## src/rtl/cpu_seq_pkg.sv

```systemverilog
// Shared types for the CPU request sequencer: controller states, the
// default-width request table entry and the error counter width.
package cpu_seq_pkg;

   // Controller states: IDLE after reset, RUN while issuing, DONE until next start.
   typedef enum logic [1:0] {
      IDLE = 2'd0,
      RUN  = 2'd1,
      DONE = 2'd2
   } seq_state_e;

   localparam int ERR_W      = 8;
   localparam int DEF_ADDR_W = 10;
   localparam int DEF_DATA_W = 32;

   // One table entry at the default widths. The top module builds the same
   // field layout at its own parameterised widths.
   typedef struct packed {
      logic                  rw;
      logic                  chk;
      logic [DEF_ADDR_W-1:0] addr;
      logic [DEF_DATA_W-1:0] data;
   } req_entry_t;

   // Saturating increment for the mismatch counter.
   function automatic logic [ERR_W-1:0] sat_inc(input logic [ERR_W-1:0] v);
      return (&v) ? v : v + ERR_W'(1);
   endfunction

endpackage

```

## src/rtl/cpu_req_sequencer_table.sv

```systemverilog
// Request table: DEPTH entries, synchronous write, combinational read by
// index. Contents are deliberately not reset so a reset keeps the program.
module req_table
   import cpu_seq_pkg::*;
#(
   parameter int  DEPTH   = 32,
   parameter int  IDX_W   = $clog2(DEPTH),
   parameter type entry_t = req_entry_t
) (
   input  logic             clk_i,
   input  logic             we_i,
   input  logic [IDX_W-1:0] wr_idx_i,
   input  entry_t           wr_entry_i,
   input  logic [IDX_W-1:0] rd_idx_i,
   output entry_t           rd_entry_o
);

   entry_t mem_q [DEPTH];

   // Write port: one entry per cycle when enabled.
   always_ff @(posedge clk_i) begin
      if (we_i) begin
         mem_q[wr_idx_i] <= wr_entry_i;
      end
   end

   assign rd_entry_o = mem_q[rd_idx_i];

endmodule

```

## src/rtl/cpu_req_sequencer.sv

```systemverilog
// CPU-side request sequencer: replays a programmed table of reads/writes to a
// cache one request at a time, checks read data and reports errors.
// Optional watchdog: define REQ_TIMEOUT_EN to abort a request that waits
// TIMEOUT cycles without a hit.
module cpu_req_sequencer
   import cpu_seq_pkg::*;
#(
   parameter int ADDR_W  = 10,
   parameter int DATA_W  = 32,
   parameter int DEPTH   = 32,
   parameter int IDX_W   = $clog2(DEPTH),
   parameter int TIMEOUT = 64
) (
   input  logic              clk,
   input  logic              rst_n,
   input  logic              start,
   input  logic [IDX_W:0]    num_req,
   input  logic              prog_we,
   input  logic [IDX_W-1:0]  prog_idx,
   input  logic              prog_rw,
   input  logic [ADDR_W-1:0] prog_addr,
   input  logic [DATA_W-1:0] prog_data,
   input  logic              prog_chk,
   output logic              req_valid,
   output logic              req_rw,
   output logic [ADDR_W-1:0] req_addr,
   output logic [DATA_W-1:0] req_wdata,
   input  logic              resp_hit,
   input  logic [DATA_W-1:0] resp_rdata,
   output logic              busy,
   output logic              done,
   output logic [IDX_W-1:0]  req_idx,
   output logic [ERR_W-1:0]  err_cnt,
   output logic [IDX_W-1:0]  first_err_idx,
   output logic              timeout
);

   // Handshake: a request completes on a rising edge where req_valid and
   // resp_hit are both high; resp_rdata is only meaningful in that cycle.
   // The request outputs hold steady until that edge.

   typedef struct packed {
      logic              rw;
      logic              chk;
      logic [ADDR_W-1:0] addr;
      logic [DATA_W-1:0] data;
   } entry_t;

   if (TIMEOUT < 1 || DEPTH < 2) begin : g_param_check
      $error("cpu_req_sequencer: TIMEOUT must be >= 1 and DEPTH >= 2");
   end

   seq_state_e       state_q, state_d;
   logic [IDX_W-1:0] idx_q, idx_d;
   logic [IDX_W:0]   num_q, num_d;
   logic [ERR_W-1:0] err_q, err_d;
   logic [IDX_W-1:0] ferr_q, ferr_d;
   logic             to_q, to_d;

   entry_t wr_entry;
   entry_t cur;
   logic   tbl_we;
   logic   running;
   logic   hit;
   logic   last;
   logic   mismatch;
   logic   expire;

   // The table is frozen while a run is in progress.
   assign running  = (state_q == RUN);
   assign tbl_we   = prog_we && !running;
   assign wr_entry = '{rw: prog_rw, chk: prog_chk, addr: prog_addr, data: prog_data};

   req_table #(
      .DEPTH   (DEPTH),
      .IDX_W   (IDX_W),
      .entry_t (entry_t)
   ) u_table (
      .clk_i      (clk),
      .we_i       (tbl_we),
      .wr_idx_i   (prog_idx),
      .wr_entry_i (wr_entry),
      .rd_idx_i   (idx_q),
      .rd_entry_o (cur)
   );

   assign hit      = running && resp_hit;
   assign last     = ({1'b0, idx_q} == (num_q - (IDX_W+1)'(1)));
   assign mismatch = hit && !cur.rw && cur.chk && (resp_rdata != cur.data);

`ifdef REQ_TIMEOUT_EN
   localparam int WAIT_W = $clog2(TIMEOUT + 1);
   logic [WAIT_W-1:0] wait_q, wait_d;

   // Wait counter restarts on every issue and every hit.
   always_comb begin
      wait_d = '0;
      if (running && !resp_hit) begin
         wait_d = wait_q + WAIT_W'(1);
      end
   end

   // Wait counter register.
   always_ff @(posedge clk or negedge rst_n) begin
      if (!rst_n) begin
         wait_q <= '0;
      end else begin
         wait_q <= wait_d;
      end
   end

   assign expire = running && !resp_hit && (wait_q == WAIT_W'(TIMEOUT - 1));
`else
   assign expire = 1'b0;
`endif

   // Next-state logic: start handling, completion, error capture, watchdog.
   always_comb begin
      state_d = state_q;
      idx_d   = idx_q;
      num_d   = num_q;
      err_d   = err_q;
      ferr_d  = ferr_q;
      to_d    = to_q;
      case (state_q)
         IDLE, DONE: begin
            if (start) begin
               num_d   = num_req;
               idx_d   = '0;
               err_d   = '0;
               ferr_d  = '0;
               to_d    = 1'b0;
               state_d = (num_req == '0) ? DONE : RUN;
            end
         end
         RUN: begin
            if (hit) begin
               if (mismatch) begin
                  err_d = sat_inc(err_q);
                  // err_q only grows within a run, so zero means no earlier mismatch.
                  if (err_q == '0) begin
                     ferr_d = idx_q;
                  end
               end
               if (last) begin
                  state_d = DONE;
               end else begin
                  idx_d = idx_q + IDX_W'(1);
               end
            end else if (expire) begin
               state_d = DONE;
               to_d    = 1'b1;
            end
         end
         default: state_d = IDLE;
      endcase
   end

   // State and status registers.
   always_ff @(posedge clk or negedge rst_n) begin
      if (!rst_n) begin
         state_q <= IDLE;
         idx_q   <= '0;
         num_q   <= '0;
         err_q   <= '0;
         ferr_q  <= '0;
         to_q    <= 1'b0;
      end else begin
         state_q <= state_d;
         idx_q   <= idx_d;
         num_q   <= num_d;
         err_q   <= err_d;
         ferr_q  <= ferr_d;
         to_q    <= to_d;
      end
   end

   // Request fields are gated so every output is zero outside a run.
   assign busy          = running;
   assign req_valid     = running;
   assign req_rw        = running && cur.rw;
   assign req_addr      = running ? cur.addr : '0;
   assign req_wdata     = running ? cur.data : '0;
   assign done          = (state_q == DONE);
   assign req_idx       = idx_q;
   assign err_cnt       = err_q;
   assign first_err_idx = ferr_q;
   assign timeout       = to_q;

endmodule
```

## config.mk

```make
export PLATFORM = sky130hd
export DESIGN_NAME = cpu_req_sequencer
export DESIGN_NICKNAME = d
export VERILOG_FILES = /design/src/rtl/cpu_seq_pkg.sv /design/src/rtl/cpu_req_sequencer_table.sv /design/src/rtl/cpu_req_sequencer.sv
export SDC_FILE = /design/constraint.sdc
export NUM_CORES = 1
export LEC_CHECK = 0
export ABC_AREA = 1
export CORE_ASPECT_RATIO = 2
export CORE_MARGIN = 2
export CORE_UTILIZATION = 40
export CTS_CLUSTER_DIAMETER = 100
export DETAILED_ROUTE_END_ITERATION = 16
export PLACE_DENSITY = 0.54
export SYNTH_ARGS = -nofsm -noshare
export SYNTH_HDL_FRONTEND = slang
export SYNTH_SLANG_ARGS = --single-unit
```

## constraint.sdc

```tcl
create_clock -name clk -period 3.85 [get_ports clk]
set_input_delay 0.5775 -clock clk [delete_from_list [all_inputs] [get_ports clk]]
set_output_delay 0.5775 -clock clk [all_outputs]
set_load 0.02 [all_outputs]
```

### Word level (Yosys, flattened, before mapping)

Memory sizes are Yosys's and may differ from the RTL's.
Cells that the tools add are included.

* add/subtract/negate cells: 3
* equal/unequal tests: 11
* multiplexer cells: 22
* reduce and logical (&&, ||, !) cells: 19

Operators with widths (count)
* $mux W32: 1
* $mux W8: 4
* $ne A32 B32 Y1: 1
* $mux W5: 6
* $pmux W5 S2: 2
* $pmux W8 S2: 1
* $mux W10: 1
* $reduce_and A5 Y1: 2
* $add A8 B1 Y8 const B: 1
* $logic_not A8 Y1: 1
* $mux W2: 4
* $ne A2 B1 Y1 const B: 4
* $reduce_and A8 Y1: 1
* $eq A5 B6 Y1: 1
* $logic_and A1 B1 Y1: 6
* $logic_not A6 Y1: 1
* $ne A2 B2 Y1 const B: 3
* $sub A6 B1 Y6 const B: 1
* $add A5 B1 Y5 const B: 1
* $pmux W2 S2: 1
* $reduce_and A4 Y1: 1
* $reduce_and A3 Y1: 1
* $eq A2 B1 Y1 const B: 1
* $eq A2 B2 Y1 const B: 1
* other kinds (6): 8

* register bits after elaboration: 26
* memory bits (writable): 1408
* input bits: 92
* output and inout port bits: 65
* word-level logic and storage cells: 61
* memories: 1

Memory list
* u_table.mem_q: words 32, bits a word 44, read ports 1, clocked after memory_dff 0, write ports 1, line cpu_req_sequencer_table.sv:18 `entry_t mem_q [DEPTH];`

### Logic depth before layout (Yosys ltp)

Gate-level depths: netlist of run 1.

* depth in word-level cells: 8
* mapped depth: 26
* depth with buffers taken out: 22

### Hierarchy

Synthesis of run 1 repeated with hierarchy kept, for this count alone.

* cells, all modules: 5200
* area total of the unflattened synthesis: 59135.5 um^2

By module, submodules not included
* req_table: instances 1, cells an instance 4798, area each 56731.9 um^2, seq. area each 42280.6 um^2
* cpu_req_sequencer: instances 1, cells an instance 402, area each 2403.6 um^2, seq. area each 650.6 um^2

### Least setup slack after synthesis of run 1

OpenSTA, ideal clock, no wires.

* path kind: register to register
* start: register state_q[0]
* end: memory u_table.mem_q[0][0] (netlist name) (enable)
* setup time: 446 ps
* arrival time: 3071 ps
* required time: 3404 ps
* slack: 334 ps
* cell stages (with the launch flop): 7
* path buffers: 1
* clock period less this slack: 3516 ps
* cell sequence: dfrtp_1 > inv_1 > nor2_1 > buf_2 > nor2_1 > nand3_1 > nor2_1

* cells in the longest elaborated chain, start to end: 5

RTL lines
* from (decl): line cpu_req_sequencer.sv:53 `seq_state_e state_q, state_d;`
* from (signal assigned): line cpu_req_sequencer.sv:169 `state_q <= state_d;`
* $eq A2 B1 Y1: line cpu_req_sequencer.sv:70 `assign running = (state_q == RUN);`
* named net busy: line cpu_req_sequencer.sv:30 `output logic busy,`
* $logic_not A1 Y1: line cpu_req_sequencer.sv:71 `assign tbl_we = prog_we && !running;`
* $logic_and A1 B1 Y1: line cpu_req_sequencer.sv:71
* $mux W1: line cpu_req_sequencer_table.sv:22 `if (we_i) begin`
* $mux W1 (not written as such): line cpu_req_sequencer_table.sv:23 `mem_q[wr_idx_i] <= wr_entry_i;`
* to (decl): line cpu_req_sequencer_table.sv:18

The timed path passes the listed nets, and every way through them passes these cells.

### Final worst setup path of run 1

* start: register idx_q[0], in the netlist req_idx[0]
* end: output req_rw

* cells in the longest elaborated chain, start to end: 2

RTL lines
* from (decl): line cpu_req_sequencer.sv:54 `logic [IDX_W-1:0] idx_q, idx_d;`
* from (signal assigned): line cpu_req_sequencer.sv:170 `idx_q <= idx_d;`
* $mem_v2 Z32 W44
* $logic_and A1 B1 Y1: line cpu_req_sequencer.sv:181 `assign req_rw = running && cur.rw;`
* to (decl): line cpu_req_sequencer.sv:25 `output logic req_rw,`

Every way passes these cells.

==> flow_summary.ini, run 1 <==
[outcome]
status = complete, no violations

[power]
power.share.clock_pct = 27.9
power_per_cell_area_nw_per_um2 = 645
ir_drop_v = 0.000384
total_power_uw = 44600
p_switching_uw = 15700
swShare_pct = 35.1
power.share.sequential_pct = 39.3
leakage_uw = 0.0250
intPower_uw = 29000
comb_power_share_pct = 32.8

[worst_setup_path]
startpoint = req_idx[0]
crit_type = register to primary output
path_delay_family = buffers and inverters
critPathRequiredTime_ps = 3270
path_buf_inv = 4
ff2ff_path_depth = 24
critPathLaunchType = register
worstSetupEndpointType = primary output
worstPathArrival_ps = 3200
worst-path-stages = 10
slowest_stage = dfrtp_4
worst_path_largest_cell_delay_ps = 530
crit_path_max_fanout = 36
path_cells = buf_12, inv_16, buf_16, o21ai_0, o221ai_2, o211ai_1, nand3_1, o21ai_2, nor2_2, clkdlybuf4s15_2
r2r-start = req_idx[0]

[placement]
place_congestion = 0.818
dp.cells = 7085
dp.final_hpwl_mm = 113
port_buffers = 155
dpl_cell_area_um2 = 64100

[cells_and_area]
layout-drive-gt1-share_pct = 10.3
finalNonFillerCells = 7356
fin_area_um2 = 69200
layout.nets = 5436
syn_to_final_growth_pct = 17.4
fin_util_pct = 47.2

[floorplan]
die-height_um = 547
initial_utilization_pct = 40.2
ios = 157
dieArea_um2 = 151000
die_w_um = 275
coreArea_um2 = 147000
std_cell_rows = 199

[global_routing]
grt_pass1_wl_mm = 278
grt_max_degree = 72
grt-ovfl-total = 0
antenna_found_initial = 9
first_global_vias = 39000
grt.total_usage_pct = 25.9

[logic_synthesis]
syn_nets = 5200
ys_seq_elements = 1434
synthTopCellsByCount = edfxtp_1 (1,408), nand2_1 (1,189), nor2_1 (785)
syn_inst = 5104
synthMostInstantiatedCell = edfxtp_1
synth_area_per_cell_um2 = 11.5
postSynth.asyncResetShare_pct = 1.81
ys.flop_type = edfxtp_1
synth_largest_area_cell = edfxtp_1
ys_seq_area_share_pct = 72.8
synth_cell_type_count = 43
yosys_warnings = 0
synth_area_leaders = edfxtp_1 (72%), nand2_1 (7.6%), nor2_1 (5.0%)
synth_edf_count = 1408
mappedNetlistArea_um2 = 58900
synth_top_area_share_pct = 71.7

[job]
cap_violations = 0

[route]
ant_nets = 0
routed_wl_mm = 198
vias = 40600
drtIter0Drc = 3695
viasPerCell = 5.51
first_pass_iters = 7
wl_per_cell_um = 27.0
drcViolationCount = 0

[timing]
max_freq_mhz = 265
fin_crit_ps = 3780
finalHoldViolCount = 0
slew_headroom_pct = 9.75
rsz0062_at_grt = no
setup_viol = 0
fin_skew_ps = 29.7
period_share_pct = 98.1
tightest_slew_ps = 1350
maxSlewViolCount = 0

[clock_network]
path_clk_slew_ps = 70
clk_latency_ps = 750
cts.sinks = 1434
cts_root_buf = clkbuf_16
postCtsHoldBufs = 0
cts_buffer_depth = 3
h-tree-depth = 3
numCtsBuffers = 119
cts_tree = done

[min_path]
hold_class = input port to asynchronous set/reset pin
==> per-layer routing <==
layer,vias to the layer above,wire length [um],global-route usage [%]
li1,18200,-,-
met1,20300,75000,31.7
met2,1628,102000,45.8
met3,413,11600,2.98
met4,4,9840,11.4
met5,-,23,0
==> layout make-up <==
| type | instances | area [um2] |
|---|---|---|
| fillers | 12900 | 77500 |
| repair buffers | 414 | 4870 |
| repair inverters | 1 | 8.76 |
| inverters | 220 | 890 |
| multi-input cells | 3150 | 14100 |
| clock buffers | 140 | 3110 |
| diodes | 5 | 12.5 |
| flip-flops and latches | 1434 | 42900 |
| clock inverters | 83 | 810 |
| well taps | 1909 | 2390 |
==> layout by cell type, fill, tap and decap left out, types with 5 or more instances in the layout <==
| cell | instances |
|---|---|
| nor2_4 | 37 |
| or2_2 | 14 |
| o22ai_1 | 51 |
| nand2_2 | 13 |
| clkinv_2 | 25 |
| buf_12 | 55 |
| nand2_1 | 1175 |
| o21ai_1 | 22 |
| clkbuf_1 | 18 |
| dfrtp_1 | 22 |
| edfxtp_1 | 1408 |
| dlygate4sd2_1 | 20 |
| o211ai_1 | 8 |
| clkdlybuf4s15_2 | 10 |
| bufinv_16 | 14 |
| buf_8 | 5 |
| buf_6 | 17 |
| a22o_1 | 7 |
| clkbuf_2 | 6 |
| clkinvlp_4 | 7 |
| clkdlybuf4s50_1 | 112 |
| nand3_1 | 500 |
| clkinv_1 | 30 |
| buf_4 | 151 |
| nor2_1 | 741 |
| nand4_1 | 5 |
| clkbuf_16 | 124 |
| nor2_2 | 7 |
| diode_2 | 5 |
| nor3_1 | 6 |
| buf_16 | 20 |
| nand3_2 | 5 |
| inv_1 | 212 |
| o221ai_1 | 33 |
| and3_1 | 9 |
| o21ai_0 | 398 |
| bufbuf_16 | 8 |
| a21oi_1 | 71 |
==> sequential cells by signal (all words and copies together) (netlist names) <==
register / count
state_q: 2
num_q: 6
err_cnt: 8
first_err_idx: 5
u_table.mem_q: 1408
req_idx: 5
==> worst paths after layout <==
check	endpoint	slack, ps
hold / removal	req_idx[1]	380
min in group clk	num_q[2]	410
hold reg to reg	first_err_idx[1]	480
setup reg to reg	err_cnt[3]	150
setup / recovery	req_rw	70
max in group asynchronous	err_cnt[3]	2720
==> power by group through the flow <==
stage               sequential [uW]  combinational (uW)  clock (uW)
floorplan                     17900                7830           0
global placement              17900               13500           0
detailed placement            17900               13500           0
CTS                           17600               14500       12600
global route                  17600               15800       13200
finish                        17500               14700       12500
==> cells by family (layout without fill, tap and decap cells) <==
logic type      Yosys count  in the layout  share of synthesized area, %
compound gates          614            614                          5.73
xor+xnor                  8              8                         0.119
fa+ha+maj                 4              4                        0.0849
buf+inv                 520            858                          3.90
flops                  1434           1434                          72.8
other cells               1              6                       0.00636
simple gates           2523           2523                          17.3
==> what timing repair did <==
action / CTS / global route
buffers inserted: 22 / 7
gates cloned: 12 / 3
endpoints found under the setup margin: 56 / 43
resized for setup: 166 / 30
pin swaps: 8 / 6
==> through the flow <==
| stage | TNS [ps] | hold WS, ps | setup slack (ps) |
|---|---|---|---|
| after floorplan | 0 | 282 | 334 |
| after global placement | -6730 | 462 | -545 |
| after detailed placement | -6810 | 462 | -548 |
| after CTS | -365 | 330 | -200 |
| after global routing | 0 | 351 | 1.22 |
| final | 0 | 383 | 73.3 |
No activity file was read; power rests on OpenSTA's default activity.
==> run 2: changes to the inputs <==
--- a/config.mk
+++ b/config.mk
@@ -6,12 +6,14 @@
 export NUM_CORES = 1
 export LEC_CHECK = 0
 export ABC_AREA = 1
+export CELL_PAD_IN_SITES_DETAIL_PLACEMENT = 0
+export CELL_PAD_IN_SITES_GLOBAL_PLACEMENT = 1
 export CORE_ASPECT_RATIO = 2
 export CORE_MARGIN = 2
 export CORE_UTILIZATION = 40
 export CTS_CLUSTER_DIAMETER = 100
 export DETAILED_ROUTE_END_ITERATION = 16
-export PLACE_DENSITY = 0.54
+export PLACE_DENSITY = 0.64
 export SYNTH_ARGS = -nofsm -noshare
 export SYNTH_HDL_FRONTEND = slang
 export SYNTH_SLANG_ARGS = --single-unit
==> run 2 against run 1 <==
  * The run now ends with setup timing left
  * Utilization up 0.28 points
  * Sequential share of layout area down 0.37 points
  * Clock skew up 7.8 ps
  * Critical path type unchanged
  * Critical endpoint is now req_wdata[19]
  * Largest cell class unchanged
==> flow_summary.ini, run 2 (synthesis gave the netlist of run 1 again) <==
[clock_network]
path_clk_slew_ps = 70
clk_latency_ps = 770
numCtsBuffers = 138
cts.sinks = 1434
cts_buffer_depth = 4
h-tree-depth = 4
postCtsHoldBufs = 0
cts_tree = done
cts_root_buf = clkbuf_16

[route]
viasPerCell = 5.54
ant_nets = 0
vias = 40700
first_pass_iters = 9
drtIter0Drc = 3725
wl_per_cell_um = 27.7
drcViolationCount = 0
routed_wl_mm = 203

[cells_and_area]
layout.nets = 5435
fin_util_pct = 47.5
largest_register_ffs = 1408
final_common_cell = edfxtp_1
fillers = 13100
regMostFlops = u_table.mem_q
layout-drive-gt1-share_pct = 9.83
finalNonFillerCells = 7346
syn_to_final_growth_pct = 18.1
final_cell_mix = edfxtp_1 (1,408), nand2_1 (1,179), nor2_1 (740)

[timing]
finalHoldViolCount = 0
setup_viol = 1
maxSlewViolCount = 0
period_share_pct = 100
tightest_slew_ps = 1200
rsz0062_at_grt = yes
fin_skew_ps = 37.4
fin_crit_ps = 3860
fin_tns_setup_ps = -7.01
setup_slack_ps = -7.01
max_freq_mhz = 259
slew_headroom_pct = 19.5

[floorplan]
initial_utilization_pct = 40.2
die_w_um = 275
dieArea_um2 = 151000
ios = 157
die-height_um = 547
std_cell_rows = 199
coreArea_um2 = 147000

[placement]
dp_worst_setup_slack_ps = -313
place_congestion = 0.794
port_buffers = 155
dp.final_hpwl_mm = 107
dp.cells = 7071

[power]
total_power_uw = 45700
power_per_cell_area_nw_per_um2 = 657
ir_drop_v = 0.000393
leakage_uw = 0.0251

[outcome]
violations = setup timing
status = finished with violations

[worst_setup_path]
worstPathArrival_ps = 3280
critPathRequiredTime_ps = 3270
worstSetupEndpointType = primary output
crit_type = register to primary output
crit_path_max_fanout = 40
critPathLaunchType = register

[global_routing]
antenna_found_initial = 12
grt_max_degree = 72
grt.total_usage_pct = 26.8
first_global_vias = 39800
grt_pass1_wl_mm = 288
grt-ovfl-total = 0

[job]
cap_violations = 0

[min_path]
hold_class = input port to asynchronous set/reset pin
==> run 2: changes by cell type in the layout (fill, tap and decap cells not counted), moves of 8 or more <==
| cell | change |
|---|---|
| buf_4 | -28 |
| buf_12 | +23 |
| clkbuf_16 | +23 |
| buf_6 | -13 |
| clkinv_2 | -10 |
| clkbuf_1 | +8 |
| dlygate4sd2_1 | -8 |
==> run 2: layout make-up <==
class | count | area [um2] | share of cell area [%]
flip-flops and latches | 1434 | 42900 | 61.7
multi-input cells | 3150 | 14100 | 20.2
repair buffers | 393 | 5000 | 7.19
clock buffers | 172 | 3720 | 5.34
well taps | 1909 | 2390 | 3.43
inverters | 220 | 878 | 1.26
clock inverters | 61 | 559 | 0.804
repair inverters | 2 | 22.5 | 0.0324
diodes | 5 | 12.5 | 0.0180
==> run 2: final timing paths <==
kind | slack (ps) | cells after the start | start | end
min reg2reg | 490 | 2 | num_q[5] | num_q[5]
min | 290 | 1 | rst_n | req_idx[2]
max in group asynchronous | 2770 | 2 | rst_n | first_err_idx[3]
max | -7 | 13 | req_idx[0] | req_wdata[19]
min in group clk | 410 | 3 | num_req[4] | num_q[4]
max reg2reg | 210 | 24 | req_idx[0] | first_err_idx[0]
==> run 2: through the flow <==
step	instance area, um2	hold WS, ps
final	69600	294
after global routing	69600	312
after CTS	69400	281
after detailed placement	64300	484
after global placement	64300	487
after floorplan	58900	282
==> run 2: worst max-delay path, stage by stage, from the launching register on <==
cell and delay (ps):
dfrtp_4 570, inv_16 150, buf_12 190, buf_16 220, buf_4 150, nand2_1 40, nand3_1 60, nand2_1 50
a21oi_1 140, nor2_1 80, nand2_1 220, nand2_1 160, nor2_1 140, clkdlybuf4s15_2 280
==> run 2: repair_timing <==
| action | in CTS | in global routing |
|---|---|---|
| endpoints found under the setup margin | 56 | 45 |
| gates resized for setup | 128 | 63 |
| pin swaps | 2 | 1 |
| gates cloned | 17 | 4 |
| setup buffers | 15 | 1 |
==> run 2: metal layers <==
layer	share of wire, %	vias up	routed length, um	track usage [%]
li1	-	18200	-	-
met1	39	20600	79100	33.6
met2	51	1537	104000	47.2
met3	5.6	395	11400	2.88
met4	4.1	4	8330	10.6
met5	0.015	-	30	0
==> run 2: report_power, final <==
group          total [uW]  leakage [uW]  internal, uW  switching (uW)
logic               14800        0.0101          5000            9790
clock network       13400       0.00209          7570            5830
registers           17600        0.0130         17400             149
